File: src/rtl/time_counter_pkg.sv
// Shared BCD widths, moduli and helpers for the hh:mm:ss timekeeping slice.
package time_pkg;
    localparam int unsigned DIGIT_W = 4;
    localparam int unsigned PAIR_W  = 8;
    localparam int unsigned SEC_MOD = 60;
    localparam int unsigned MIN_MOD = 60;

    typedef logic [PAIR_W-1:0] bcd_pair_t;

    // True when both nibbles are decimal digits and the pair's value is below max.
    function automatic logic bcd_valid(input bcd_pair_t pair, input int unsigned max);
        logic [DIGIT_W-1:0] tens;
        logic [DIGIT_W-1:0] units;
        tens  = pair[7:4];
        units = pair[3:0];
        if (tens > 4'd9 || units > 4'd9) return 1'b0;
        return ((32'(tens) * 32'd10) + 32'(units)) < max;
    endfunction

    function automatic bcd_pair_t to_bcd(input int unsigned v);
        return {4'(v / 32'd10), 4'(v % 32'd10)};
    endfunction
endpackage

File: src/rtl/time_counter_if.sv
// Control, load, alarm and display signals of the time counter.
interface time_counter_if;
    logic       tick_clk;
    logic       run;
    logic       load;
    logic [7:0] load_hour;
    logic [7:0] load_min;
    logic [7:0] load_sec;
    logic       alarm_en;
    logic [7:0] alarm_hour;
    logic [7:0] alarm_min;
    logic [7:0] hour_bcd;
    logic [7:0] min_bcd;
    logic [7:0] sec_bcd;
    logic       sec_pulse;
    logic       day_pulse;
    logic       alarm_hit;
    logic       load_err;

    modport master (
        output tick_clk, run, load, load_hour, load_min, load_sec,
               alarm_en, alarm_hour, alarm_min,
        input  hour_bcd, min_bcd, sec_bcd, sec_pulse, day_pulse, alarm_hit, load_err
    );

    modport slave (
        input  tick_clk, run, load, load_hour, load_min, load_sec,
               alarm_en, alarm_hour, alarm_min,
        output hour_bcd, min_bcd, sec_bcd, sec_pulse, day_pulse, alarm_hit, load_err
    );
endinterface

File: src/rtl/time_counter_bcd.sv
// Two-digit BCD modulo counter; carry flags the enabled wrap to 00.
module bcd_mod_counter
    import time_pkg::*;
#(
    parameter int unsigned MOD = 60
) (
    input  logic      clk,
    input  logic      rst,
    input  logic      i_en,
    input  logic      i_load,
    input  bcd_pair_t i_load_val,
    output bcd_pair_t o_value,
    output bcd_pair_t o_next,
    output logic      o_carry
);
    localparam bcd_pair_t LAST = to_bcd(MOD - 1);

    bcd_pair_t r_value;
    bcd_pair_t w_next;

    always_comb begin
        w_next = r_value;
        if (i_load) begin
            w_next = i_load_val;
        end else if (i_en) begin
            if (r_value == LAST)
                w_next = '0;
            else if (r_value[3:0] == 4'd9)
                w_next = {r_value[7:4] + 4'd1, 4'd0};
            else
                w_next = {r_value[7:4], r_value[3:0] + 4'd1};
        end
    end

    always_ff @(posedge clk or negedge rst) begin
        if (!rst) r_value <= '0;
        else      r_value <= w_next;
    end

    assign o_value = r_value;
    assign o_next  = w_next;
    assign o_carry = i_en & (r_value == LAST);
endmodule

File: src/rtl/time_counter.sv
// BCD hh:mm:ss timekeeper advanced by rising edges of the divided tick level.
module time_counter
    import time_pkg::*;
#(
    parameter int unsigned HOUR_MOD = 24,
    parameter bit          INIT_RUN = 1'b1
) (
    input  logic         clk,
    input  logic         rst,
    time_counter_if.slave bus
);
    logic      r_tick_q;
    logic      r_run_q;
    logic      r_sec_pulse;
    logic      r_day_pulse;
    logic      r_alarm_hit;
    logic      r_load_err;

    logic      w_tick_rise;
    logic      w_load_ok;
    logic      w_load_good;
    logic      w_load_bad;
    logic      w_adv;
    logic      w_sec_c;
    logic      w_min_c;
    logic      w_hour_c;
    logic      w_alarm;
    bcd_pair_t w_sec;
    bcd_pair_t w_min;
    bcd_pair_t w_hour;
    bcd_pair_t w_sec_next;
    bcd_pair_t w_min_next;
    bcd_pair_t w_hour_next;

    assign w_tick_rise = bus.tick_clk & ~r_tick_q;
    assign w_load_ok   = bcd_valid(bus.load_hour, HOUR_MOD) &
                         bcd_valid(bus.load_min, MIN_MOD) &
                         bcd_valid(bus.load_sec, SEC_MOD);
    assign w_load_good = bus.load & w_load_ok;
    assign w_load_bad  = bus.load & ~w_load_ok;
    // Any load, accepted or not, swallows a coincident tick.
    assign w_adv       = w_tick_rise & bus.run & r_run_q & ~bus.load;

    bcd_mod_counter #(.MOD(SEC_MOD)) u_sec (
        .clk(clk), .rst(rst), .i_en(w_adv), .i_load(w_load_good),
        .i_load_val(bus.load_sec), .o_value(w_sec), .o_next(w_sec_next), .o_carry(w_sec_c)
    );
    bcd_mod_counter #(.MOD(MIN_MOD)) u_min (
        .clk(clk), .rst(rst), .i_en(w_sec_c), .i_load(w_load_good),
        .i_load_val(bus.load_min), .o_value(w_min), .o_next(w_min_next), .o_carry(w_min_c)
    );
    bcd_mod_counter #(.MOD(HOUR_MOD)) u_hour (
        .clk(clk), .rst(rst), .i_en(w_min_c), .i_load(w_load_good),
        .i_load_val(bus.load_hour), .o_value(w_hour), .o_next(w_hour_next), .o_carry(w_hour_c)
    );

    // Compare the post-advance value so the hit lines up with the displayed time.
    assign w_alarm = w_adv & bus.alarm_en &
                     (w_hour_next == bus.alarm_hour) &
                     (w_min_next == bus.alarm_min) &
                     (w_sec_next == '0);

    always_ff @(posedge clk or negedge rst) begin
        if (!rst) begin
            r_tick_q    <= 1'b0;
            r_run_q     <= INIT_RUN;
            r_sec_pulse <= 1'b0;
            r_day_pulse <= 1'b0;
            r_alarm_hit <= 1'b0;
            r_load_err  <= 1'b0;
        end else begin
            r_tick_q    <= bus.tick_clk;
            r_run_q     <= bus.run;
            r_sec_pulse <= w_adv;
            r_day_pulse <= w_hour_c;
            r_alarm_hit <= w_alarm;
            r_load_err  <= w_load_bad;
        end
    end

    assign bus.hour_bcd  = w_hour;
    assign bus.min_bcd   = w_min;
    assign bus.sec_bcd   = w_sec;
    assign bus.sec_pulse = r_sec_pulse;
    assign bus.day_pulse = r_day_pulse;
    assign bus.alarm_hit = r_alarm_hit;
    assign bus.load_err  = r_load_err;
endmodule

File: src/flat_wrapper.sv
// flat-port wrapper written by rule: the top's interface ports become plain ports
module time_counter_flat import time_pkg::*;
#(
    parameter int unsigned HOUR_MOD = 24,
    parameter bit          INIT_RUN = 1'b1
)
  (clk, rst, bus_tick_clk, bus_run, bus_load, bus_load_hour, bus_load_min, bus_load_sec, bus_alarm_en, bus_alarm_hour, bus_alarm_min, bus_hour_bcd, bus_min_bcd, bus_sec_bcd, bus_sec_pulse, bus_day_pulse, bus_alarm_hit, bus_load_err);
  time_counter_if bus_i ();
  input  logic clk;
  input  logic rst;
  input wire logic [$bits(bus_i.tick_clk)-1:0] bus_tick_clk;
  input wire logic [$bits(bus_i.run)-1:0] bus_run;
  input wire logic [$bits(bus_i.load)-1:0] bus_load;
  input wire logic [$bits(bus_i.load_hour)-1:0] bus_load_hour;
  input wire logic [$bits(bus_i.load_min)-1:0] bus_load_min;
  input wire logic [$bits(bus_i.load_sec)-1:0] bus_load_sec;
  input wire logic [$bits(bus_i.alarm_en)-1:0] bus_alarm_en;
  input wire logic [$bits(bus_i.alarm_hour)-1:0] bus_alarm_hour;
  input wire logic [$bits(bus_i.alarm_min)-1:0] bus_alarm_min;
  output wire logic [$bits(bus_i.hour_bcd)-1:0] bus_hour_bcd;
  output wire logic [$bits(bus_i.min_bcd)-1:0] bus_min_bcd;
  output wire logic [$bits(bus_i.sec_bcd)-1:0] bus_sec_bcd;
  output wire logic [$bits(bus_i.sec_pulse)-1:0] bus_sec_pulse;
  output wire logic [$bits(bus_i.day_pulse)-1:0] bus_day_pulse;
  output wire logic [$bits(bus_i.alarm_hit)-1:0] bus_alarm_hit;
  output wire logic [$bits(bus_i.load_err)-1:0] bus_load_err;
  assign bus_i.tick_clk = bus_tick_clk;
  assign bus_i.run = bus_run;
  assign bus_i.load = bus_load;
  assign bus_i.load_hour = bus_load_hour;
  assign bus_i.load_min = bus_load_min;
  assign bus_i.load_sec = bus_load_sec;
  assign bus_i.alarm_en = bus_alarm_en;
  assign bus_i.alarm_hour = bus_alarm_hour;
  assign bus_i.alarm_min = bus_alarm_min;
  assign bus_hour_bcd = bus_i.hour_bcd;
  assign bus_min_bcd = bus_i.min_bcd;
  assign bus_sec_bcd = bus_i.sec_bcd;
  assign bus_sec_pulse = bus_i.sec_pulse;
  assign bus_day_pulse = bus_i.day_pulse;
  assign bus_alarm_hit = bus_i.alarm_hit;
  assign bus_load_err = bus_i.load_err;
  time_counter #(.HOUR_MOD(HOUR_MOD), .INIT_RUN(INIT_RUN)) u_core (.clk(clk), .rst(rst), .bus(bus_i));
endmodule
File: config.mk
export PLATFORM = sky130hd
export DESIGN_NAME = time_counter_flat
export DESIGN_NICKNAME = d
export VERILOG_FILES = /design/src/rtl/time_counter_pkg.sv /design/src/rtl/time_counter_if.sv /design/src/rtl/time_counter_bcd.sv /design/src/rtl/time_counter.sv /design/src/flat_wrapper.sv
export SDC_FILE = /design/constraint.sdc
export NUM_CORES = 1
export LEC_CHECK = 0
export ABC_AREA = 1
export BUFFER_PORTS_ARGS = -buffer_cell sky130_fd_sc_hd__clkbuf_2
export CAP_MARGIN = 20
export CORE_UTILIZATION = 50
export CTS_BUF_LIST = sky130_fd_sc_hd__clkbuf_8
export DETAILED_ROUTE_END_ITERATION = 6
export GPL_TIMING_DRIVEN = 0
export PLACE_DENSITY = 0.78
export SKIP_CTS_REPAIR_TIMING = 1
export SYNTH_ARGS = -nofsm -noshare
export SYNTH_HDL_FRONTEND = slang
export SYNTH_SLANG_ARGS = --single-unit
File: constraint.sdc
create_clock -name clk -period 2.05 [get_ports clk]
set_input_delay 0.41 -clock clk [delete_from_list [all_inputs] [get_ports clk]]
set_output_delay 0.41 -clock clk [all_outputs]
set_load 0.01 [all_outputs]
==> impl_results.md <==
- Crit path max-delay cell type: fa_2
- Cell mode on critical path: nand2_1
- Max_cap viols: 0
- Worst-Margin Slew: between 0.7 and 0.8 ns
- Fin cells: 679
- Number of global-route vias before repair: 3019
- Via Count: around 3600
- Worst Hold Class: input port to async pin
- Crit-path max FO: 10
- CTS max path bufs: 2
- CP Cell Sequence: buf_12 -> ha_4 -> ha_4 -> inv_2 -> fa_2 -> inv_2 -> nand2_2 -> nor2_2 -> a21oi_2 -> nor2_2 -> nand2_1 -> nor2_2 -> nand4_4 -> buf_6 -> nand2_2 -> nand2_1 -> nand2_1 -> nand2_1 -> nor2_1 -> nand2_1 -> nor2_1 -> nand2_1 -> nor2_2
- H-tree levels: 2
- PD cells: approximately 500 nW/µm²
- Area grow syn2layout: 31.89%
- Clock transition at the registers of the reported paths: around 0.070 ns
- Starting Density: roughly half
- Slew HR: about half
- Site row count: 29
- Mapped Cells: 500
- Setup WS pre-CTS: -1.238 ns
- Port Buffer Count: 73
- Vias/cell: between 5 and 6
- Mean Syn Cell Area: between 6 and 7 µm²
- CTS Buf Count: 5
- Unrepaired setup endpoints after global routing: true
- Overflow after GRT: 0
- Cell variety after synth: 35
- Status: finished, violations left
- Die height: 82.71 µm
- FF+latch count, synth: 30
- Largest net degree at the start of global routing: 31
- Failing checks: setup timing
- Cells after DPL: 650
- CP required: around 2.3 ns
- Routed len/inst: about 13 µm
- Yosys warnings: 0
- Commonest non-fill, non-tap cells in the layout: 120 x nand2_1, 75 x inv_1, 69 x clkbuf_2, 39 x nor2_1, 39 x nand3_1
- DRT antenna net count: 0
- Critical Path End Type: register
- Arr. time, crit path: around 3.2 ns
- CTS tree: done
- Cell Area, Synth: approximately 3300 µm²
- Core box area: around 6300 µm²
- Syn Nets: a little under 600
- Root Driver: clkbuf_8
- Final net count: between 600 and 700
- Seq/Total Area, Yosys: a little under a quarter
- Fmax: between 300 and 400 MHz
- Final hold vios: 0
- Area of the die: 6840 µm²
- Gpl congestion: 0.8712
- Kind of critical path: input port to register
- Latest clock arrival within the worst-skew pair: approximately 0.28 ns
- Slew Viols, Final: 0
- Max IR drop VDD: roughly 0.34 mV
- Detail Placement HPWL: a little under 7000 µm
- Final wirelength: around 9100 µm
- Aggregate global-route resource usage: between 20% and 30%
- Static leakage: 0.002414 µW
- Io pins: 74
- Total power: approximately 2200 µW
- Initial antenna violation count: 0
- First-pass GRT wire length: roughly 13000 µm
- Met1 usage: 34.19%
- Drt first pass iters: 7
- Final Cycle Share: 143.3%
- Startpoint type of the worst setup path: input port
- Layout cells sized above 1: about a third
- M3 GR Usage: under 10%
- Number of remaining DRC errors: 0
- Util after Layout: 68.03%
- Commonest non-fill, non-tap cell in the layout: nand2_1
- Clk sinks: 30
- Die span in x: between 80 and 90 µm
- Slowest stage delay, CP: about 0.43 ns
- Global route hottest layer: met2
- Final setup fails: 26
- Clk_skew: roughly 0.006 ns
- Drt initial violations: 190
- M2 GR Usage: 43.69%
- Final worst setup slack: -0.8867 ns
- Minimum clock period: a little under 3 ns
- Ant. Diodes: 0
[worst paths after layout]
check	slack (ns)	endpoint	depth (start not counted)	start
hold reg to reg	0.67	u_core.u_min.o_value[3]$_DFF_PN0_	3	u_core.u_min.o_value[3]$_DFF_PN0_
max in group asynchronous	1.37	u_core.u_hour.o_value[7]$_DFF_PN0_	1	rst
min in group clk	0.22	u_core.r_run_q$_DFF_PN1_	1	bus_run
setup / recovery	-0.89	u_core.bus.alarm_hit$_DFF_PN0_	23	bus_load_sec[7]
hold / removal	0.19	u_core.bus.load_err$_DFF_PN0_	1	rst
setup reg to reg	-0.56	u_core.bus.alarm_hit$_DFF_PN0_	18	u_core.u_sec.o_value[1]$_DFF_PN0_
[cells by family after synthesis]
logic type,count (synthesis),synth area share [%]
simple gates,288,40.91
buf+inv,96,12.26
compound gates,44,7.261
fa+ha+maj,35,14.60
flops,30,23.09
xor+xnor,7,1.882
[Yosys cell counts]
library cell | count | share of area (%)
nor2_8 | 2 | 1.2
dfrtp_1 | 29 | 22
nand2_4 | 2 | 0.69
buf_6 | 5 | 1.7
o21ai_1 | 10 | 1.5
a21boi_0 | 1 | 0.23
xnor2_1 | 2 | 0.54
nand4_2 | 2 | 0.77
a21oi_1 | 10 | 1.5
inv_2 | 7 | 0.81
nor2_2 | 5 | 0.96
nor2_4 | 2 | 0.69
nand3_1 | 43 | 6.6
nand3b_1 | 2 | 0.46
dfstp_2 | 1 | 0.81
buf_2 | 1 | 0.15
nand2_1 | 148 | 17
nor3_1 | 4 | 0.61
a31o_2 | 1 | 0.27
clkbuf_1 | 2 | 0.23
nor3b_1 | 1 | 0.23
inv_1 | 80 | 9.2
nand3_4 | 1 | 0.54
ha_1 | 30 | 12
clkinv_1 | 1 | 0.12
xor2_1 | 5 | 1.3
fa_1 | 5 | 3.1
and2_1 | 1 | 0.19
o31ai_1 | 1 | 0.23
o21bai_1 | 2 | 0.46
nand2_2 | 3 | 0.58
o22ai_1 | 2 | 0.38
nor2_1 | 46 | 5.3
o21ai_0 | 17 | 2.6
nand4_1 | 26 | 5.0
[power breakdown]
part / switching [µW] / internal [µW]
combinational: 521 / 390
sequential: 86.4 / 656
clock: 237 / 270
[layer usage]
layer / routed length (µm) / share of wire, %
met5: 0 / 0
met4: 173 / 1.9
met2: 4446 / 49
met3: 441 / 4.9
met1: 3990 / 44
[critical path: cells and delay by family]
kind	cells	cell delay [ns]
adders and majority gates	3	0.82
buffers and inverters	4	0.42
AOI/OAI and AO/OA	1	0.07
and+or+nand+nor	15	1.42
[metrics by stage]
step	hold slack, ns	TNS [ns]	cell area (µm²)
global route	0.2169	-12.35	4295
finish	0.1889	-9.563	4295
CTS	0.2152	-10.89	3910
floorplan	0.1144	-7.758	3353
global placement	0.5128	-17.03	3815
detailed placement	0.5143	-18.69	3815
[registers in the layout, summed over array words and instances, names as in the netlist]
name	flops
u_core.bus.sec_pulse	1
u_core.bus.alarm_hit	1
u_core.u_min.o_value	8
u_core.r_tick_q	1
u_core.r_run_q	1
u_core.bus.day_pulse	1
u_core.u_hour.o_value	8
u_core.bus.load_err	1
u_core.u_sec.o_value	8
[cell type report]
class | count | area (µm²)
multi-input cells | 374 | 2354
fillers | 527 | 2018
flip-flops and latches | 30 | 752.0
repair buffers | 94 | 599.3
inverters | 88 | 330.3
well taps | 77 | 96.34
clock buffers | 6 | 82.58
plain buffers | 8 | 68.82
clock inverters | 2 | 12.51
No activity file was read; power rests on OpenSTA's default activity.
